## src/rtl/shift_loop_snapshot.sv

```systemverilog
// -----------------------------------------------------------------------------
// shift_loop_snapshot
//
// A DEPTH-bit serial shift loop with byte-boundary snapshots and a status byte.
// Every accepted shift pushes one new bit into mem[0], and the bit in
// mem[DEPTH-1] leaves the loop. The new bit comes from the serial input
// (load), from the tail (recirculate) or from the input XOR the tail
// (xor-load).
//
// A 3-bit bit counter and a byte index track progress through the loop. When
// the 8th bit of a byte has been shifted in, the low byte of the updated loop
// is copied into the snapshot register and the valid flag is set. Once set,
// valid stays set until the next reset.
//
// Parameters
//   DEPTH     loop length in bits: 8, 16, 32, 64 or 128
//
// Ports (packed onto two 8-bit buses)
//   io_in[0]    clk    rising-edge clock
//   io_in[1]    rst_n  synchronous reset, active low
//   io_in[2]    din    serial data in
//   io_in[4:3]  mode   00 load, 01 recirculate, 10 hold, 11 xor-load
//   io_in[5]    step   shift enable
//   io_in[6]    osel   0 = snapshot byte, 1 = status byte
//   io_in[7]    clr    synchronous clear of bit_cnt and byte_idx
//   io_out[7:0]        snapshot, or {valid, byte_idx (4 bits), bit_cnt}
// -----------------------------------------------------------------------------
module shift_loop_snapshot #(
    parameter int DEPTH = 64
) (
    input  logic [7:0] io_in,
    output logic [7:0] io_out
);

    localparam int BYTES    = DEPTH / 8;
    localparam int IDXW_RAW = $clog2(BYTES);
    // A single-byte loop still needs a 1-bit index register; it stays at 0.
    localparam int IDXW     = (IDXW_RAW == 0) ? 1 : IDXW_RAW;

    typedef enum logic [1:0] {
        MODE_LOAD  = 2'b00,
        MODE_RECIRC = 2'b01,
        MODE_HOLD  = 2'b10,
        MODE_XOR   = 2'b11
    } mode_t;

    // Input bus unpacking
    logic  clk;
    logic  rst_n;
    logic  din;
    mode_t mode;
    logic  step;
    logic  osel;
    logic  clr;

    assign clk   = io_in[0];
    assign rst_n = io_in[1];
    assign din   = io_in[2];
    assign mode  = mode_t'(io_in[4:3]);
    assign step  = io_in[5];
    assign osel  = io_in[6];
    assign clr   = io_in[7];

    // Architectural state
    logic [DEPTH-1:0] mem;
    logic [7:0]       snap;
    logic             valid;
    logic [2:0]       bit_cnt;
    logic [IDXW-1:0]  byte_idx;

    // Next-cycle helpers
    logic             tail;
    logic             nb;
    logic             shift_en;
    logic             byte_done;
    logic [DEPTH-1:0] mem_next;
    logic [IDXW-1:0]  byte_idx_next;
    logic [3:0]       idx_ext;
    logic [7:0]       status;

    assign tail = mem[DEPTH-1];

    // New-bit selection. Hold never shifts, so its value is irrelevant;
    // it reuses the tail to keep the mux small.
    always_comb begin
        nb = tail;
        unique case (mode)
            MODE_LOAD:   nb = din;
            MODE_RECIRC: nb = tail;
            MODE_XOR:    nb = din ^ tail;
            MODE_HOLD:   nb = tail;
            default:     nb = tail;
        endcase
    end

    // clr takes priority over a step on the same edge, and hold ignores step.
    assign shift_en  = step && !clr && (mode != MODE_HOLD);
    assign byte_done = shift_en && (bit_cnt == 3'd7);
    assign mem_next  = {mem[DEPTH-2:0], nb};

    // BYTES is a power of two, so natural wrap of the index is modulo BYTES,
    // except for the single-byte loop where the index must stay at zero.
    generate
        if (BYTES == 1) begin : g_idx_single
            assign byte_idx_next = '0;
        end else begin : g_idx_multi
            assign byte_idx_next = byte_idx + 1'b1;
        end
    endgenerate

    // Loop, counters, snapshot and valid
    always_ff @(posedge clk) begin
        if (!rst_n) begin
            mem      <= '0;
            snap     <= '0;
            valid    <= 1'b0;
            bit_cnt  <= '0;
            byte_idx <= '0;
        end else if (clr) begin
            // Counters restart; the loop contents and last snapshot survive.
            bit_cnt  <= '0;
            byte_idx <= '0;
        end else if (shift_en) begin
            mem     <= mem_next;
            bit_cnt <= bit_cnt + 3'd1;
            if (byte_done) begin
                byte_idx <= byte_idx_next;
                // Capture the post-shift low byte so it is a completed byte.
                snap     <= mem_next[7:0];
                valid    <= 1'b1;
            end
        end
    end

    // Output selection, purely combinational from state and osel
    assign idx_ext = 4'(byte_idx);
    assign status  = {valid, idx_ext, bit_cnt};
    assign io_out  = osel ? status : snap;

endmodule

```

## config.mk

```make
export PLATFORM = sky130hd
export DESIGN_NAME = shift_loop_snapshot
export DESIGN_NICKNAME = d
export VERILOG_FILES = /design/src/rtl/shift_loop_snapshot.sv
export SDC_FILE = /design/constraint.sdc
export NUM_CORES = 1
export LEC_CHECK = 0
export CAP_MARGIN = 30
export CORE_ASPECT_RATIO = 0.6
export CORE_MARGIN = 2
export CORE_UTILIZATION = 30
export DETAILED_ROUTE_END_ITERATION = 16
export PLACE_DENSITY_LB_ADDON = 0.05
export SETUP_SLACK_MARGIN = 0.3
export SKIP_CTS_REPAIR_TIMING = 1
export SYNTH_ARGS = -nofsm -noshare
export SYNTH_HDL_FRONTEND = slang
export SYNTH_SLANG_ARGS = --single-unit
```

## constraint.sdc

```tcl
create_clock -name io_in -period 1.4 [get_ports io_in]
set_input_delay 0.42 -clock io_in [delete_from_list [all_inputs] [get_ports io_in]]
set_output_delay 0.42 -clock io_in [all_outputs]
set_load 0.03 [all_outputs]
```

# Word-level counts from Yosys, hierarchy flattened
# Index checks and enable logic that the tools add are counted.
# W data, S select, Z words.
[word_totals]
output_inout_bits = 8
reg_bits = 79
wordCells = 27
inputBits = 8
[op_classes]
eq_ne = 5
n_reduce_logical = 10
n_bitwise = 3
muxes = 2
addsub = 2
[ops]
columns = ["op", "n"]
rows = [
  ["$mux W8", 1],
  ["$add A3 B1 Y3 const B", 2],
  ["$eq A2 B2 Y1 const B", 2],
  ["$reduce_and A2 Y1", 2],
  ["$reduce_or A2 Y1", 2],
  ["$eq A3 B3 Y1 const B", 1],
  ["$logic_and A1 B1 Y1", 3],
  ["$pmux W1 S3", 1],
  ["$reduce_and A3 Y1", 1],
  ["$eq A2 B1 Y1 const B", 1],
  ["$logic_not A2 Y1", 1],
  ["$ne A2 B2 Y1 const B", 1],
  ["$not A1 Y1", 2],
  ["$logic_not A1 Y1", 1],
  ["$xor A1 B1 Y1", 1],
]

# Depth between registers and ports, before layout
# Gate-level depths: netlist (run 1).
[depth]
depth_word = 5
mapped_depth = 7
mapped_depth_nobuf = 5

# Least setup slack after synthesis (run 1)
# Ideal clock, no wire load.
[synth_timing]
path_type = "flip-flop to flip-flop"
start = "register bit_cnt[0]"
end = "register snap[4]"
setup_ns = 0.116
n_path_buf = 2
synth_period_minus_slack_ns = 1.504
arrival_ns = 1.388
required_ns = 1.284
setup_slack_ns = -0.104
stages_incl_launch_ff = 8
cell_sequence = "dfxtp_1 -> ha_1 -> ha_1 -> nor4bb_1 -> buf_4 -> buf_8 -> mux2i_1 -> nor2b_1"
[synth_between]
elab_chain_cells = 3
[synth_rtl]
columns = ["item", "line_no", "text"]
rows = [
  ["from (decl)", "68", "logic [2:0] bit_cnt;"],
  ["from (signal assigned)", "125", "bit_cnt <= bit_cnt + 3'd1;"],
  ["$eq A3 B3 Y1", "98", "assign byte_done = shift_en && (bit_cnt == 3'd7);"],
  ["$logic_and A1 B1 Y1", "98", ""],
  ["$reduce_and A3 Y1 (no line)", "-", ""],
  ["to (signal assigned)", "129", "snap <= mem_next[7:0];"],
  ["to (decl)", "66", "logic [7:0] snap;"],
]
# No other way between the ends.
# A chain may end at the register's enable or synchronous reset.

==> flow_metrics.env, run 1 <==
export IMPL_status="complete, but fails checks"
export IMPL_violations="negative setup slack"
export IMPL_critPathTopFamily="buffers and inverters"
export IMPL_crit_start="io_in[4]"
export IMPL_die_h_um=83.2
export IMPL_cpPeakStageDelay_ps=330
export IMPL_vias_per_cell=4.90
export IMPL_drive_gt1_share_pct=56.3
export IMPL_drtIter0Drc=168
export IMPL_yosysWarnings=0
export IMPL_setup_tns_ps=-51840
export IMPL_n_antenna_cell=0
export IMPL_slew_headroom_pct=80.7
export IMPL_fin_nets=453
export IMPL_power_total_w=0.0274
export IMPL_vdd_drop_max_uv=2700
export IMPL_hold_start="io_in[1]"
export IMPL_die_w_um=136
export IMPL_skew_ps=6.24
export IMPL_hold_path_class="clock port to register"
export IMPL_syn_cell_area_um2=3140
export IMPL_worst_path_max_delay_cell="nor4bb_4"
export IMPL_setup_ws_ps=-747
export IMPL_timing_hold_violations_final=0
export IMPL_tightest_slew_ps=289
export IMPL_ys_ff_latch=79
export IMPL_cp_max_fo=7
export IMPL_path_common_cell="clkbuf_16"
export IMPL_place_ws_ps=-3420
export IMPL_maxCapViolations=0
export IMPL_grt_ovfl_total=0
export IMPL_synth_cell_types=24
export IMPL_grt_pass1_vias=4664
export IMPL_pin_count=16
export IMPL_place_port_buffers=8
export IMPL_crit_buf_inv=6
export IMPL_routedWlPerCell_um=16.7
export IMPL_cp_start_kind="clock port"
export IMPL_place_hpwl_mm=3.17
export IMPL_antenna_found_initial=0
export IMPL_grt_max_degree=13
export IMPL_rsz0062_at_grt="yes"
export IMPL_postSynthNetCount=367
export IMPL_clk_pin_slew_ps=60
export IMPL_worstPathArrival_ps=2380
export IMPL_drc=0
export IMPL_p_leak_nw=2.90
export IMPL_initial_utilization_pct=31.3
export IMPL_syn2layout_area_growth_pct=109
export IMPL_dr_pass1_iters=5
export IMPL_cp_cell_sequence="clkbuf_16 > clkbuf_16 > ha_4 > clkbuf_16 > clkbuf_16 > nor4bb_4 > clkbuf_16 > clkbuf_16 > mux2i_2 > nor2b_1"
export IMPL_dieArea_um2=11300
export IMPL_power_density_nw_per_um2=4190
export IMPL_vias=2984
export IMPL_finalSetupViolations=88
export IMPL_cts_tree="built"
export IMPL_finalNonFillerCells=609
export IMPL_ant_nets=0
export IMPL_synthCells=353
export IMPL_grt_pass1_wl_mm=16.1
export IMPL_clk_latency_ps=340
export IMPL_critical_path_class="clock port to register"
export IMPL_r2r_start="bit_cnt[1]"
export IMPL_avgSynthCellArea_um2=8.89
export IMPL_grt_usage_pct=18.1
export IMPL_drv_slew=0
export IMPL_globalplace_congestion=0.713
export IMPL_routed_wirelength_mm=10.2
export IMPL_dp_cells=476
export IMPL_crit_path_end_kind="register"
export IMPL_core_area_um2=10000
export IMPL_num_rows=28
export IMPL_crit_required_ps=1630
export IMPL_ys_seq_area_share_pct=50.4
cell families (layout without fill, tap and decap cells):
family	Yosys count	after routing	share of synthesized area, %
adder cells (fa/ha/maj)	6	6	2.39
AO/OA/AOI/OAI	72	72	16.8
XOR/XNOR	2	2	0.558
buffers and inverters	28	149	4.78
AND/OR/NAND/NOR	149	149	19.4
flip-flops	79	79	50.4
multiplexers	17	17	5.70
through the flow:
stage                     cell area (um^2)  hold WS [ps]  utilization (%)
after global routing                  6550           142             65.3
final                                 6550           124             65.3
after floorplan                       3260           250                -
after CTS                             5750           131             57.4
after global placement                3360           117             33.5
after detailed placement              3360           117             33.5
per-layer routing:
layer / share of wire [%] / up-vias / track usage, %
li1: - / 1375 / -
met4: 6.8 / 2 / 37.4
met2: 43 / 201 / 12.0
met5: 0.36 / - / 5.56
met1: 34 / 1318 / 7.03
met3: 16 / 88 / 33.6
tightest hold or removal path, stage by stage:
cell	delay, ps
clkbuf_16	160
clkbuf_16	160
o21a_1	100
path summary, 6_finish.rpt:
kind | end | slack [ps] | cells after the start
max | snap[3] | -750 | 10
min | valid | 120 | 3
max reg2reg | snap[3] | -360 | 7
min reg2reg | valid | 460 | 1
sequential cells by signal, summed over array words and instances, names as in the netlist:
signal    count
valid         1
byte_idx      3
bit_cnt       3
mem          64
snap          8
synth_stat cells, drive strengths merged:
cell type,instances,area share (%)
inv,3,0.36
a211o,1,0.28
nand2,127,15
ha,6,2.4
dfxtp,79,50
mux2,7,2.5
mux2i,10,3.2
nor3b,1,0.24
xnor2,2,0.56
a21boi,63,15
o21a,1,0.24
nand2b,2,0.40
nor4bb,1,0.32
buf,16,3.3
clkbuf,9,1.1
or3b,1,0.28
o21ai,5,0.80
nor2b,12,2.4
a31oi,2,0.40
nor2,5,0.60
cells in the final DEF, fill, tap and decap left out, drive strengths merged:
cell	n
clkinvlp	5
dfxtp	79
nor3b	1
o21ai	5
clkinv	8
a21boi	63
a211o	1
nor2	5
nor4bb	1
xnor2	2
nand2b	2
mux2	7
mux2i	10
o21a	1
clkbuf	96
a31oi	2
ha	6
nor2b	12
nand2	127
buf	27
inv	8
or3b	1
bufinv	5
area by class of cell:
cell class	count	area [um^2]
Sequential cell	79	1590
Timing Repair Buffer	6	45.0
Clock buffer	117	2370
Tap cell	135	169
Inverter	1	3.75
Clock inverter	25	254
Fill cell	736	3470
Multi-Input combinational cell	246	2120
report_power, final:
group	internal (W)	switching, W	total, W	leakage, nW
logic	0	0	0.0000000000615	0.0615
registers	0.00251	0	0.00251	0.683
clock network	0.0151	0.00979	0.0249	2.16
Note: power is estimated with default switching activity, not from simulation.
==> run 2: changes to the inputs <==
--- a/config.mk
+++ b/config.mk
@@ -6,12 +6,11 @@
 export NUM_CORES = 1
 export LEC_CHECK = 0
 export CAP_MARGIN = 30
-export CORE_ASPECT_RATIO = 0.6
 export CORE_MARGIN = 2
-export CORE_UTILIZATION = 30
+export CORE_UTILIZATION = 20
 export DETAILED_ROUTE_END_ITERATION = 16
-export PLACE_DENSITY_LB_ADDON = 0.05
-export SETUP_SLACK_MARGIN = 0.3
+export GPL_ROUTABILITY_DRIVEN = 0
+export PLACE_DENSITY_LB_ADDON = 0.15
 export SKIP_CTS_REPAIR_TIMING = 1
 export SYNTH_ARGS = -nofsm -noshare
 export SYNTH_HDL_FRONTEND = slang
==> constraint.sdc (replaced) <==
create_clock -name io_in -period 2.65 [get_ports io_in]
set_input_delay 0.795 -clock io_in [delete_from_list [all_inputs] [get_ports io_in]]
set_output_delay 0.795 -clock io_in [all_outputs]
set_load 0.03 [all_outputs]
==> flow_metrics.env, run 2 (same netlist as run 1, synthesis figures left out) <==
export IMPL_crit_path_end_kind="primary output"
export IMPL_routedWlPerCell_um=12.9
export IMPL_clk_latency_ps=330
export IMPL_p_leak_nw=2.38
export IMPL_routed_wirelength_mm=8.67
export IMPL_grt_usage_pct=12.1
export IMPL_drv_slew=0
export IMPL_cp_max_fo=4
export IMPL_worst_path_max_delay_cell="mux2_4"
export IMPL_grt_pass1_vias=4617
export IMPL_num_rows=45
export IMPL_pin_count=16
export IMPL_place_port_buffers=8
export IMPL_cp_cell_sequence="clkbuf_16 > clkbuf_16 > mux2_4 > buf_6"
export IMPL_power_total_w=0.0130
export IMPL_grt_max_degree=14
export IMPL_reg_top3="mem x64, snap x8"
export IMPL_critical_path_class="clock port to primary output"
export IMPL_place_hpwl_mm=3.07
export IMPL_cts_tree="built"
export IMPL_clk_pin_slew_ps=50
export IMPL_hold_path_class="clock port to register"
export IMPL_ant_nets=0
export IMPL_cpPeakStageDelay_ps=300
export IMPL_dieArea_um2=16700
export IMPL_vias_per_cell=4.29
export IMPL_slew_headroom_pct=80.4
export IMPL_vias=2873
export IMPL_drtIter0Drc=186
export IMPL_worstPathArrival_ps=2040
export IMPL_timing_hold_violations_final=0
export IMPL_setup_ws_ps=-185
export IMPL_crit_required_ps=1860
export IMPL_dr_pass1_iters=4
export IMPL_final_common_cell="nand2_1"
export IMPL_n_antenna_cell=0
export IMPL_power_density_nw_per_um2=2200
export IMPL_grt_ovfl_total=0
export IMPL_grt_pass1_wl_mm=15.4
export IMPL_initial_utilization_pct=20.6
export IMPL_syn2layout_area_growth_pct=88.1
export IMPL_crit_buf_inv=3
export IMPL_antenna_found_initial=0
export IMPL_critPathTopFamily="buffers and inverters"
export IMPL_cp_start_kind="clock port"
export IMPL_die_h_um=129
export IMPL_largest_reg_flops=64
export IMPL_drc=0
export IMPL_largest_register="mem"
export IMPL_fin_area_um2=5910
export IMPL_path_common_cell="clkbuf_16"
export IMPL_die_w_um=129
export IMPL_skew_ps=6.61
export IMPL_place_area_um2=3360
export IMPL_status="complete, but fails checks"
export IMPL_core_area_um2=15300
export IMPL_vdd_drop_max_uv=650
export IMPL_final_cell_mix="nand2_1 (127), clkbuf_16 (80), dfxtp_1 (79), a21boi_1 (53), clkbuf_1 (12)"
export IMPL_drive_gt1_share_pct=30.1
export IMPL_rsz0062_at_grt="yes"
export IMPL_nFillCells=1452
export IMPL_maxCapViolations=0
export IMPL_violations="negative setup slack"
export IMPL_finalSetupViolations=8
export IMPL_tightest_slew_ps=292
export IMPL_fin_nets=440
[run 2: cell count changes in the layout (fill, tap and decap cells not counted), sizes merged]
cell	previous run	this run
clkinv	8	6
inv	8	4
buf	27	15
bufinv	5	8
[run 2: layout make-up]
cell class,instances,area [um^2],share of cell area (%)
flip-flops and latches,79,1580,26.8
clock inverters,22,314,5.32
inverters,1,3.75,0.0636
repair buffers,1,7.51,0.127
multi-input cells,246,1490,25.2
clock buffers,110,2250,38.1
well taps,211,264,4.47
[run 2: per-stage QoR]
| step | setup TNS, ps | setup slack [ps] | cells | hold WS, ps | util, % |
|---|---|---|---|---|---|
| after global placement | -187200 | -2860 | 548 | 118 | 22.0 |
| after detailed placement | -187200 | -2860 | 548 | 118 | 22.0 |
| final | -1160 | -185 | 670 | 132 | 38.7 |
| after floorplan | 0 | 2.11 | 353 | 250 | - |
| after global routing | -1340 | -201 | 670 | 144 | 38.7 |
| after CTS | -15120 | -646 | 665 | 138 | 37.9 |
[run 2: final timing paths]
check | start | end | slack [ps] | cells past startpoint
setup / recovery | io_in[6] | io_out[2] | -180 | 4
hold / removal | io_in[1] | valid | 130 | 3
setup reg to reg | bit_cnt[1] | snap[2] | 770 | 7
hold reg to reg | mem[36] | mem[37] | 450 | 2
[run 2: where the power goes]
part / switching, W / internal (W)
clock: 0.00413 / 0.00756
combinational: 0 / 0
sequential: 0 / 0.00133
total: 0.00413 / 0.00889
[run 2: worst min-delay path, cell delays in order]
cell       delay [ps]
clkbuf_16         160
clkbuf_16         160
o21a_1            110
[run 2: metal layers]
metal,up-vias,wire (um),global-route usage [%]
li1,1324,-,-
met1,1308,3060,4.00
met2,180,3790,8.36
met3,59,1180,21.3
met4,2,624,27.4
met5,-,26,5.00
